==> config.mk <==
export PLATFORM = sky130hd
export DESIGN_NAME = pwm_sequencer
export DESIGN_NICKNAME = d
export VERILOG_FILES = /design/src/rtl/pwm_pkg.sv /design/src/rtl/sel_updown.sv /design/src/rtl/pwm_sequencer.sv
export SDC_FILE = /design/constraint.sdc
export NUM_CORES = 1
export LEC_CHECK = 0
export CAP_MARGIN = 20
export CORE_MARGIN = 3
export CORE_UTILIZATION = 40
export CTS_CLUSTER_SIZE = 14
export DETAILED_ROUTE_END_ITERATION = 10
export GPL_TIMING_DRIVEN = 0
export SLEW_MARGIN = 10
export SYNTH_ARGS = -nofsm -noshare
export SYNTH_HDL_FRONTEND = slang
export SYNTH_SLANG_ARGS = --single-unit
==> constraint.sdc <==
create_clock -name clk -period 4.55 [get_ports clk]
set_input_delay 0.91 -clock clk [delete_from_list [all_inputs] [get_ports clk]]
set_output_delay 0.91 -clock clk [all_outputs]
set_load 0.1 [all_outputs]
==> src/rtl/pwm_pkg.sv <==
// Constants and types shared by the PWM sequencer and the PWM decoder.
// Widths are fixed by the decoder's count tables.
package pwm_pkg;

  localparam int SEL_W = 3;
  localparam int CNT_W = 12;

  localparam logic [SEL_W-1:0] SEL_MAX = 3'd7;

  typedef enum logic [1:0] {
    OFF   = 2'd0,
    START = 2'd1,
    RUN   = 2'd2
  } state_e;

  // One period/compare pair exactly as produced by the decoder.
  typedef struct packed {
    logic [CNT_W-1:0] period;
    logic [CNT_W-1:0] duty;
  } counts_t;

endpackage

==> src/rtl/sel_updown.sv <==
// Saturating up/down selection register for one decoder channel.
// The changed output flags a request that will alter the selection on the next edge.
module sel_updown
  import pwm_pkg::*;
(
  input  logic             clk,
  input  logic             rst_n,
  input  logic             up,
  input  logic             dn,
  output logic [SEL_W-1:0] sel,
  output logic             changed
);

  logic [SEL_W-1:0] sel_q;
  logic [SEL_W-1:0] sel_d;

  // Simultaneous up and down cancel; requests at a limit are dropped.
  always_comb begin
    sel_d = sel_q;
    if (up && !dn && (sel_q != SEL_MAX)) begin
      sel_d = sel_q + 1'b1;
    end else if (dn && !up && (sel_q != '0)) begin
      sel_d = sel_q - 1'b1;
    end
  end

  // NOTE: state flops use non-blocking assignments so every flop samples
  // values from before the edge, independent of block ordering.
  always_ff @(posedge clk or negedge rst_n) begin
    if (!rst_n) begin
      sel_q <= '0;
    end else begin
      sel_q <= sel_d;
    end
  end

  assign sel     = sel_q;
  assign changed = (sel_d != sel_q);

endmodule

==> src/rtl/pwm_sequencer.sv <==
// Sequencing controller for the PWM decoder: owns the selections, runs the
// period counter and applies new decoder counts only at a period boundary.
module pwm_sequencer
  import pwm_pkg::*;
(
  input  logic             clk,
  input  logic             rst_n,
  input  logic             run,
  input  logic             cur_up,
  input  logic             cur_dn,
  input  logic             frq_up,
  input  logic             frq_dn,
  output logic [SEL_W-1:0] corriente_sel,
  output logic [SEL_W-1:0] frecuencia_sel,
  output logic             deco_enable,
  input  logic [CNT_W-1:0] corriente_cnt,
  input  logic [CNT_W-1:0] frecuencia_cnt,
  output logic             pwm_out,
  output logic             period_done,
  output logic             update_pending
);

  logic cur_changed;
  logic frq_changed;

  sel_updown u_cur_sel (
    .clk     (clk),
    .rst_n   (rst_n),
    .up      (cur_up),
    .dn      (cur_dn),
    .sel     (corriente_sel),
    .changed (cur_changed)
  );

  sel_updown u_frq_sel (
    .clk     (clk),
    .rst_n   (rst_n),
    .up      (frq_up),
    .dn      (frq_dn),
    .sel     (frecuencia_sel),
    .changed (frq_changed)
  );

  state_e           state_q, state_d;
  logic [CNT_W-1:0] cnt_q, cnt_d;
  counts_t          active_q, active_d;
  counts_t          shadow_q, shadow_d;
  logic             update_pending_q, update_pending_d;
  logic             arm_q, arm_d;
  logic             captured_q, captured_d;
  logic             deco_enable_q, deco_enable_d;
  logic             pwm_q, pwm_d;
  logic             period_done_q, period_done_d;

  counts_t deco_counts;
  logic    chg_in_run;
  logic    wrap;

  assign deco_counts = '{period: frecuencia_cnt, duty: corriente_cnt};
  assign chg_in_run  = (cur_changed || frq_changed) && (state_q == RUN);

  // NOTE: every signal assigned here gets a default first, so no path can
  // leave it unassigned and infer a latch.
  always_comb begin
    state_d          = state_q;
    cnt_d            = cnt_q;
    active_d         = active_q;
    shadow_d         = shadow_q;
    update_pending_d = update_pending_q;
    captured_d       = captured_q;
    arm_d            = 1'b0;
    wrap             = 1'b0;

    unique case (state_q)
      OFF: begin
        cnt_d = '0;
        if (run) state_d = START;
      end
      START: begin
        cnt_d = '0;
        if (!run) begin
          state_d = OFF;
        end else begin
          state_d          = RUN;
          active_d         = deco_counts;
          shadow_d         = deco_counts;
          update_pending_d = 1'b0;
          captured_d       = 1'b0;
        end
      end
      RUN: begin
        if (!run) begin
          state_d = OFF;
          cnt_d   = '0;
        end else if (active_q.period == '0) begin
          cnt_d = '0;
        end else if (cnt_q >= active_q.period - 1'b1) begin
          cnt_d = '0;
          wrap  = 1'b1;
        end else begin
          cnt_d = cnt_q + 1'b1;
        end
      end
      default: begin
        state_d = OFF;
        cnt_d   = '0;
      end
    endcase

    // The decoder has had one cycle to settle on the new selection.
    if ((state_q == RUN) && arm_q && update_pending_q) begin
      shadow_d   = deco_counts;
      captured_d = 1'b1;
    end

    if (wrap && update_pending_q && captured_q) begin
      active_d         = shadow_q;
      update_pending_d = 1'b0;
      captured_d       = 1'b0;
    end

    // A fresh change outranks an apply on the same edge and re-arms capture.
    if (chg_in_run) begin
      update_pending_d = 1'b1;
      captured_d       = 1'b0;
      arm_d            = 1'b1;
    end

    // Outputs are registered from next-state values so they line up with cnt.
    deco_enable_d = (state_d != OFF);
    pwm_d         = (state_d == RUN) && (active_d.period != '0) &&
                    (cnt_d < active_d.duty);
    period_done_d = (state_d == RUN) && (active_d.period != '0) &&
                    (cnt_d == active_d.period - 1'b1);
  end

  always_ff @(posedge clk or negedge rst_n) begin
    if (!rst_n) begin
      state_q          <= OFF;
      cnt_q            <= '0;
      active_q         <= '0;
      shadow_q         <= '0;
      update_pending_q <= 1'b0;
      arm_q            <= 1'b0;
      captured_q       <= 1'b0;
      deco_enable_q    <= 1'b0;
      pwm_q            <= 1'b0;
      period_done_q    <= 1'b0;
    end else begin
      state_q          <= state_d;
      cnt_q            <= cnt_d;
      active_q         <= active_d;
      shadow_q         <= shadow_d;
      update_pending_q <= update_pending_d;
      arm_q            <= arm_d;
      captured_q       <= captured_d;
      deco_enable_q    <= deco_enable_d;
      pwm_q            <= pwm_d;
      period_done_q    <= period_done_d;
    end
  end

  assign deco_enable    = deco_enable_q;
  assign pwm_out        = pwm_q;
  assign period_done    = period_done_q;
  assign update_pending = update_pending_q;

endmodule
==> results of run 1 <==
==> per-stage QoR <==
step	worst slack (ns)	std cells	power (mW)
final	0.125	721	3.15
after floorplan	0.0558	494	1.85
after detailed placement	-1.33	678	2.18
after global placement	-1.31	677	2.14
after global routing	-0.0919	721	3.34
after CTS	-0.000246	705	3.08
==> how the worst max path moves through the flow <==
stage,start,end,slack [ns],depth (start not counted)
after global routing,active_q[18]$_DFF_PN0_,period_done$_DFF_PN0_,-0.09,21
after CTS,active_q[14]$_DFF_PN0_,period_done$_DFF_PN0_,-0.0002,14
after floorplan,active_q[16]$_DFF_PN0_,period_done$_DFF_PN0_,0.06,19
after global placement,run,period_done$_DFF_PN0_,-1.31,15
after detailed placement,run,period_done$_DFF_PN0_,-1.33,15
final,active_q[18]$_DFF_PN0_,period_done$_DFF_PN0_,0.12,22
==> layer usage <==
| layer | GRT usage | vias to the layer above | share of wire |
|---|---|---|---|
| met5 | 0 | - | 0 |
| met4 | 0.0970 | 0 | 0.030 |
| met3 | 0.0350 | 29 | 0.047 |
| met2 | 0.344 | 133 | 0.49 |
| met1 | 0.278 | 2009 | 0.44 |
| li1 | - | 1948 | - |
==> cell usage after synthesis, drive strengths merged, types with 3 or more instances <==
cell    instances
dfrtp          74
nor2           50
ha             36
a21oi          33
mux2           33
nand2          32
inv            31
mux2i          25
o21ai          19
xnor2          18
nor3           16
nand3          11
xor2           11
a211oi          9
nor4            8
buf             7
or4             7
nand4           6
or3             6
a21o            5
clkbuf          5
and2            4
and3            4
nor2b           3
o21a            3
==> kinds of logic after synthesis <==
group,after synthesis,synth area share
buffers and inverters,43,0.0352
AO/OA/AOI/OAI,94,0.128
XOR/XNOR,31,0.0623
flip-flops,74,0.386
multiplexers,58,0.130
adder cells (fa/ha/maj),36,0.0939
AND/OR/NAND/NOR,158,0.165
==> critical path, delay by kind of cell, from the launching register on <==
| family | cells | cell delay [ns] |
|---|---|---|
| fa+ha+maj | 2 | 0.52 |
| flops | 1 | 0.44 |
| simple gates | 10 | 1.47 |
| buf+inv | 3 | 0.42 |
| xor+xnor | 1 | 0.15 |
| compound gates | 6 | 1.31 |
==> power by group <==
group,switching [mW],total [mW],leakage (nW),internal [mW]
logic,0.779,1.31,1.70,0.530
registers,0.176,1.02,0.901,0.846
clock network,0.276,0.817,0.172,0.541
==> layout make-up <==
type,instances,area (um^2),share of cell area
tap,143,179,0.0286
clock buffer,13,280,0.0448
buffer,10,85.1,0.0136
clock inverter,3,68.8,0.0110
sequential,74,1860,0.297
timing repair buffer,70,647,0.103
multi-input combinational,377,3030,0.484
inverter,31,116,0.0186
==> flip-flops by register name (all words and copies together) (netlist names), 2 cells and up <==
signal / flops
active_q: 24
cnt_q: 12
shadow_q: 24
state_q: 2
u_cur_sel.sel: 3
u_frq_sel.sel: 3
==> what timing repair did <==
item	4_1_cts	5_1_grt
setup buffers	12	18
hold buffers	0	0
setup endpoints to repair	2	2
gates resized for setup	29	36
pin swaps	8	19
==> reports/metrics.yaml, run 1 <==
status:
  status: "finished clean"
setup_path:
  rrSetupSlack_ns: 0.12
  path_class: "register to register"
  slowest_stage: "or4_4"
  cp_data_required_time_ns: 4.77
  cp-start-kind: "register"
  cp_max_fo: 8
  arrival_ns: 4.65
  cp_cell_sequence: "nor3_4 > buf_6 > and2_4 > nand3_2 > xor2_1 > ha_1 > a21oi_2 > nand2_2 > a221oi_4 > a21oi_2 > buf_6 > buf_4 > nor2_2 > a21oi_4 > ha_4 > nand2_2 > nor2_2 > nand4b_1 > nand3b_1 > a211o_1 > or4_4 > a2111oi_4"
  cpPeakStageDelay_ns: 0.53
  worstRegToRegCells: 22
  r2r_start: "active_q[18]$_DFF_PN0_"
  end_kind: "register"
  r2r-end: "period_done$_DFF_PN0_"
final_layout:
  final_cell_mix: "70 x dfrtp_1, 39 x nor2_1, 39 x clkdlybuf4s50_1"
  drive_gt1_frac: 0.239
  utilization: 0.541
  diodes: 0
  fillers: 1017
  fin_nets: 640
  mostFrequentLayoutCell: "dfrtp_1"
  area_growth_pct: 30.5
  finalInstanceArea_um2: 6260
clocking:
  htreeDepth: 3
  cts-root-buf: "clkbuf_16"
  cts_sinks: 74
  cts-buffers-inserted: 9
  ctsLongestPathBuffers: 2
  cts_tree: "done"
  clkLatencyLatePin_ns: 0.34
  path_clk_slew_ns: 0.06
routing:
  drt_iter0_drc: 271
  drc: 0
  wire_per_inst_um: 18.7
  vias: 4119
  routed_via_density: 5.71
  wl_mm: 13.5
  drtAntennaViolNets: 0
  drt_pass1_iterations: 4
logic_synthesis:
  syn-num-nets: 561
  synth_cell_types: 59
  synth_top_area_share: 0.386
  yosysTopAreaCell: "dfrtp_1"
  syn_inst: 494
  synth_area_per_cell_um2: 9.71
  synth-edff-count: 0
  synth_area_leaders: "dfrtp_1 39%, ha_1 9.4%, mux2_2 7.7%"
  async_flop_share: 1.00
  synth-seq-cells: 74
  synth_warnings: 0
  seq_area_frac_synth: 0.386
  yosys_most_used_dff: "dfrtp_1"
  syn_area_um2: 4800
sta:
  fmax_ghz: 0.226
  hold_viol: 0
  tightestPinTransition_ns: 0.978
  period_share: 0.973
  fin_tns_setup_ns: 0
  finalSetupViolations: 0
  relSlewSlack: 0.346
  slew_viol_final: 0
  rsz0062_at_grt: "yes"
  holdWs_ns: 0.458
  min_period_ns: 4.43
  skew_ns: 0.00584
floorplan:
  ioPinCount: 41
  die_y_um: 116
  core_um2: 11600
  start_util: 0.415
  core.rowCount: 39
  die_area_um2: 13300
  die_w_um: 116
global_routing:
  antenna_found_initial: 0
  grt_overflow: 0
  grt_pass1_vias: 4166
  grt_max_degree: 57
  track_usage: 0.212
  grt_pass1_wl_mm: 21.8
pwr:
  vdd_ir_drop_max_mv: 0.261
  powerDensity_nw_per_um2: 503
  p_leak_nw: 2.77
placed_design:
  placement.cell_area_um2: 5420
  routabilityCongestion: 0.932
  io_buffers: 40
  hpwl_mm: 9.88
hold_path:
  hp-class: "primary input to asynchronous set/reset pin"
flow_run:
  max_cap_viol_count: 0
Note: power is estimated with default switching activity, not from simulation.
==> run 2: changes to the inputs <==
ABC_CLOCK_PERIOD_IN_PS = 4550   (was not set)
CELL_PAD_IN_SITES_DETAIL_PLACEMENT = 1   (was not set)
CELL_PAD_IN_SITES_GLOBAL_PLACEMENT = 2   (was not set)
CORE_UTILIZATION = 34   (was 40)
PLACE_DENSITY_LB_ADDON = 0.1   (was not set)
==> run 2 against run 1 <==
Sequential cell count unchanged. Core utilization down 7.8 points. Highest routed layer unchanged. Sequential power about the same. First-iteration DRC count down 35%. Sequential share of layout area about the same. Count of clock-buffer cells in the layout down 3. Combinational power about the same. Non-clock buffer count down 1.
==> reports/metrics.yaml, run 2 (same netlist as run 1, synthesis figures left out) <==
pwr:
  pwr-share-comb: 0.430  # +0.014
  vdd_ir_drop_max_mv: 0.207  # -21%
  p_leak_nw: 2.76  # -0.51%
  powerDensity_nw_per_um2: 492  # -2.1%
  intPower_mw: 1.81  # -5.8%
  p_sw_frac: 0.414  # +0.0232
  power_frac_seq: 0.335  # +0.010
  p_switching_mw: 1.28  # +3.7%
  p_clk_frac: 0.235  # -0.025
floorplan:
  start_util: 0.355  # -0.0596
  core.rowCount: 42  # +7.7%
  core_um2: 13500  # +17%
  die_area_um2: 15600  # +17%
  die_y_um: 125  # +8.0%
  ioPinCount: 41  # unchanged
  die_w_um: 125  # +8.0%
global_routing:
  grt_pass1_wl_mm: 23.8  # +9.2%
  antenna_found_initial: 0  # unchanged
  grt_pass1_vias: 4184  # +0.43%
  grt_overflow: 0  # unchanged
  grt_max_degree: 45  # -21%
  track_usage: 0.196  # -0.0159
routing:
  drc: 0  # unchanged
  wire_per_inst_um: 20.0  # +6.6%
  vias: 4099  # -0.49%
  drt_pass1_iterations: 4  # unchanged
  drtAntennaViolNets: 0  # unchanged
  wl_mm: 15.0  # +11%
  routed_via_density: 5.44  # -4.7%
  drt_iter0_drc: 176  # -35%
sta:
  hold_viol: 0  # unchanged
  rsz0062_at_grt: "yes"
  relSlewSlack: 0.352  # +0.00543
  min_period_ns: 4.42  # -0.00536 ns
  finalSetupViolations: 0  # unchanged
  skew_ns: 0.00855  # +0.00271 ns
  fin_tns_setup_ns: 0  # unchanged
  worst_slack_ns: 0.130  # +0.00536 ns
  period_share: 0.971  # -0.00118
  tightestPinTransition_ns: 0.969  # -0.00812 ns
  slew_viol_final: 0  # unchanged
  fmax_ghz: 0.226  # +0.12%
setup_path:
  slowest_stage: "a221o_2"
  cp_data_required_time_ns: 4.78  # about the same
  cp.depth: 14  # -36%
  cpPeakStageDelay_ns: 0.47  # -0.06 ns
  path_class: "register to register"
  worstRegToRegCells: 14  # -36%
  cp_max_fo: 9  # +1
  cp-start-kind: "register"
  cp_num_buf_inv: 0  # -3
  cp_cell_sequence: "nor2_4 > nand3_4 > o41a_1 > nor2_2 > ha_1 > nand2_1 > o21ai_2 > a221o_2 > o21ai_4 > mux2_2 > xnor3_1 > a2bb2o_1 > o2111ai_1 > a2111oi_4"
  arrival_ns: 4.65  # about the same
  end_kind: "register"
  crit_family: "compound AO/OA/AOI/OAI gates"
clocking:
  ctsLongestPathBuffers: 2  # unchanged
  clkLatencyLatePin_ns: 0.35  # about the same
  path_clk_slew_ns: 0.06  # about the same
  htreeDepth: 3  # unchanged
  cts-root-buf: "clkbuf_16"
  cts_sinks: 74  # unchanged
  cts_tree: "done"
  cts_hold_buf: 0  # unchanged
  cts-buffers-inserted: 9  # unchanged
final_layout:
  fin_nets: 639  # -0.16%
  top_regs: "active_q (24), shadow_q (24), cnt_q (12)"
  area_growth_pct: 30.5  # about the same
  drive_gt1_frac: 0.232  # -0.00652
  mostFrequentLayoutCell: "dfrtp_1"
  diodes: 0  # unchanged
  final_cell_mix: "69 x dfrtp_1, 39 x nor2_1, 39 x clkdlybuf4s50_1"
status:
  status: "finished clean"
placed_design:
  io_buffers: 40  # unchanged
  dp_slack_ns: -1.32  # +0.00450 ns
  routabilityCongestion: 0.846  # -9.2%
  hpwl_mm: 11.4  # +15%
flow_run:
  max_cap_viol_count: 0  # unchanged
hold_path:
  hp-class: "primary input to asynchronous set/reset pin"
run 2: repair_timing:
item / CTS / global route
setup buffers: 13 / 15
pin swaps: 10 / 18
gates resized for setup: 43 / 23
setup endpoints to repair: 2 / 2
run 2: power by group through the flow:
stage | clock, mW | sequential, mW | combinational, mW
2_1_floorplan | 0 | 1.20 | 0.645
3_3_place_gp | 0 | 1.02 | 1.15
3_5_place_dp | 0 | 1.04 | 1.18
4_1_cts | 0.741 | 1.03 | 1.26
5_1_grt | 0.769 | 1.06 | 1.45
6_report | 0.723 | 1.03 | 1.33
run 2: area by class of cell:
cell class,instances,area [um^2]
flip-flops and latches,74,1860
plain buffers,10,87.6
inverters,31,116
multi-input cells,377,3050
well taps,176,220
clock inverters,6,65.1
clock buffers,10,229
fillers,1540,7240
repair buffers,69,636
run 2: metrics by stage:
stage	power [mW]	hold slack [ns]	instances	cell area, um^2	utilization
2_1_floorplan	1.85	0.460	494	4820	-
3_3_place_gp	2.18	0.487	710	5440	0.403
3_5_place_dp	2.21	0.496	711	5470	0.405
4_1_cts	3.03	0.510	739	6060	0.449
5_1_grt	3.28	0.536	753	6260	0.464
6_report	3.08	0.509	753	6260	0.464
run 2: final timing paths:
check	startpoint	slack, ns	to
min reg2reg	shadow_q[8]$_DFFE_PN0P_	0.51	shadow_q[8]$_DFFE_PN0P_
min in group clk	shadow_q[8]$_DFFE_PN0P_	0.51	shadow_q[8]$_DFFE_PN0P_
max in group asynchronous	rst_n	3.44	active_q[14]$_DFF_PN0_
max reg2reg	active_q[14]$_DFF_PN0_	0.13	period_done$_DFF_PN0_
max	active_q[14]$_DFF_PN0_	0.13	period_done$_DFF_PN0_
min	rst_n	0.51	u_frq_sel.sel[2]$_DFF_PN0_
run 2: per-layer routing:
metal / vias to the layer above / GRT usage / part of all wire
met4: 0 / 0.0690 / 0.020
met2: 72 / 0.301 / 0.46
met1: 2055 / 0.274 / 0.47
met5: - / 0 / 0
met3: 17 / 0.0386 / 0.052
li1: 1955 / - / -
==> run 3: changes to the inputs <==
ABC_CLOCK_PERIOD_IN_PS = not set   (was 4550)
==> results of run 3 <==
Same layout as run 2: the final DEF is identical, and so are final timing and power.
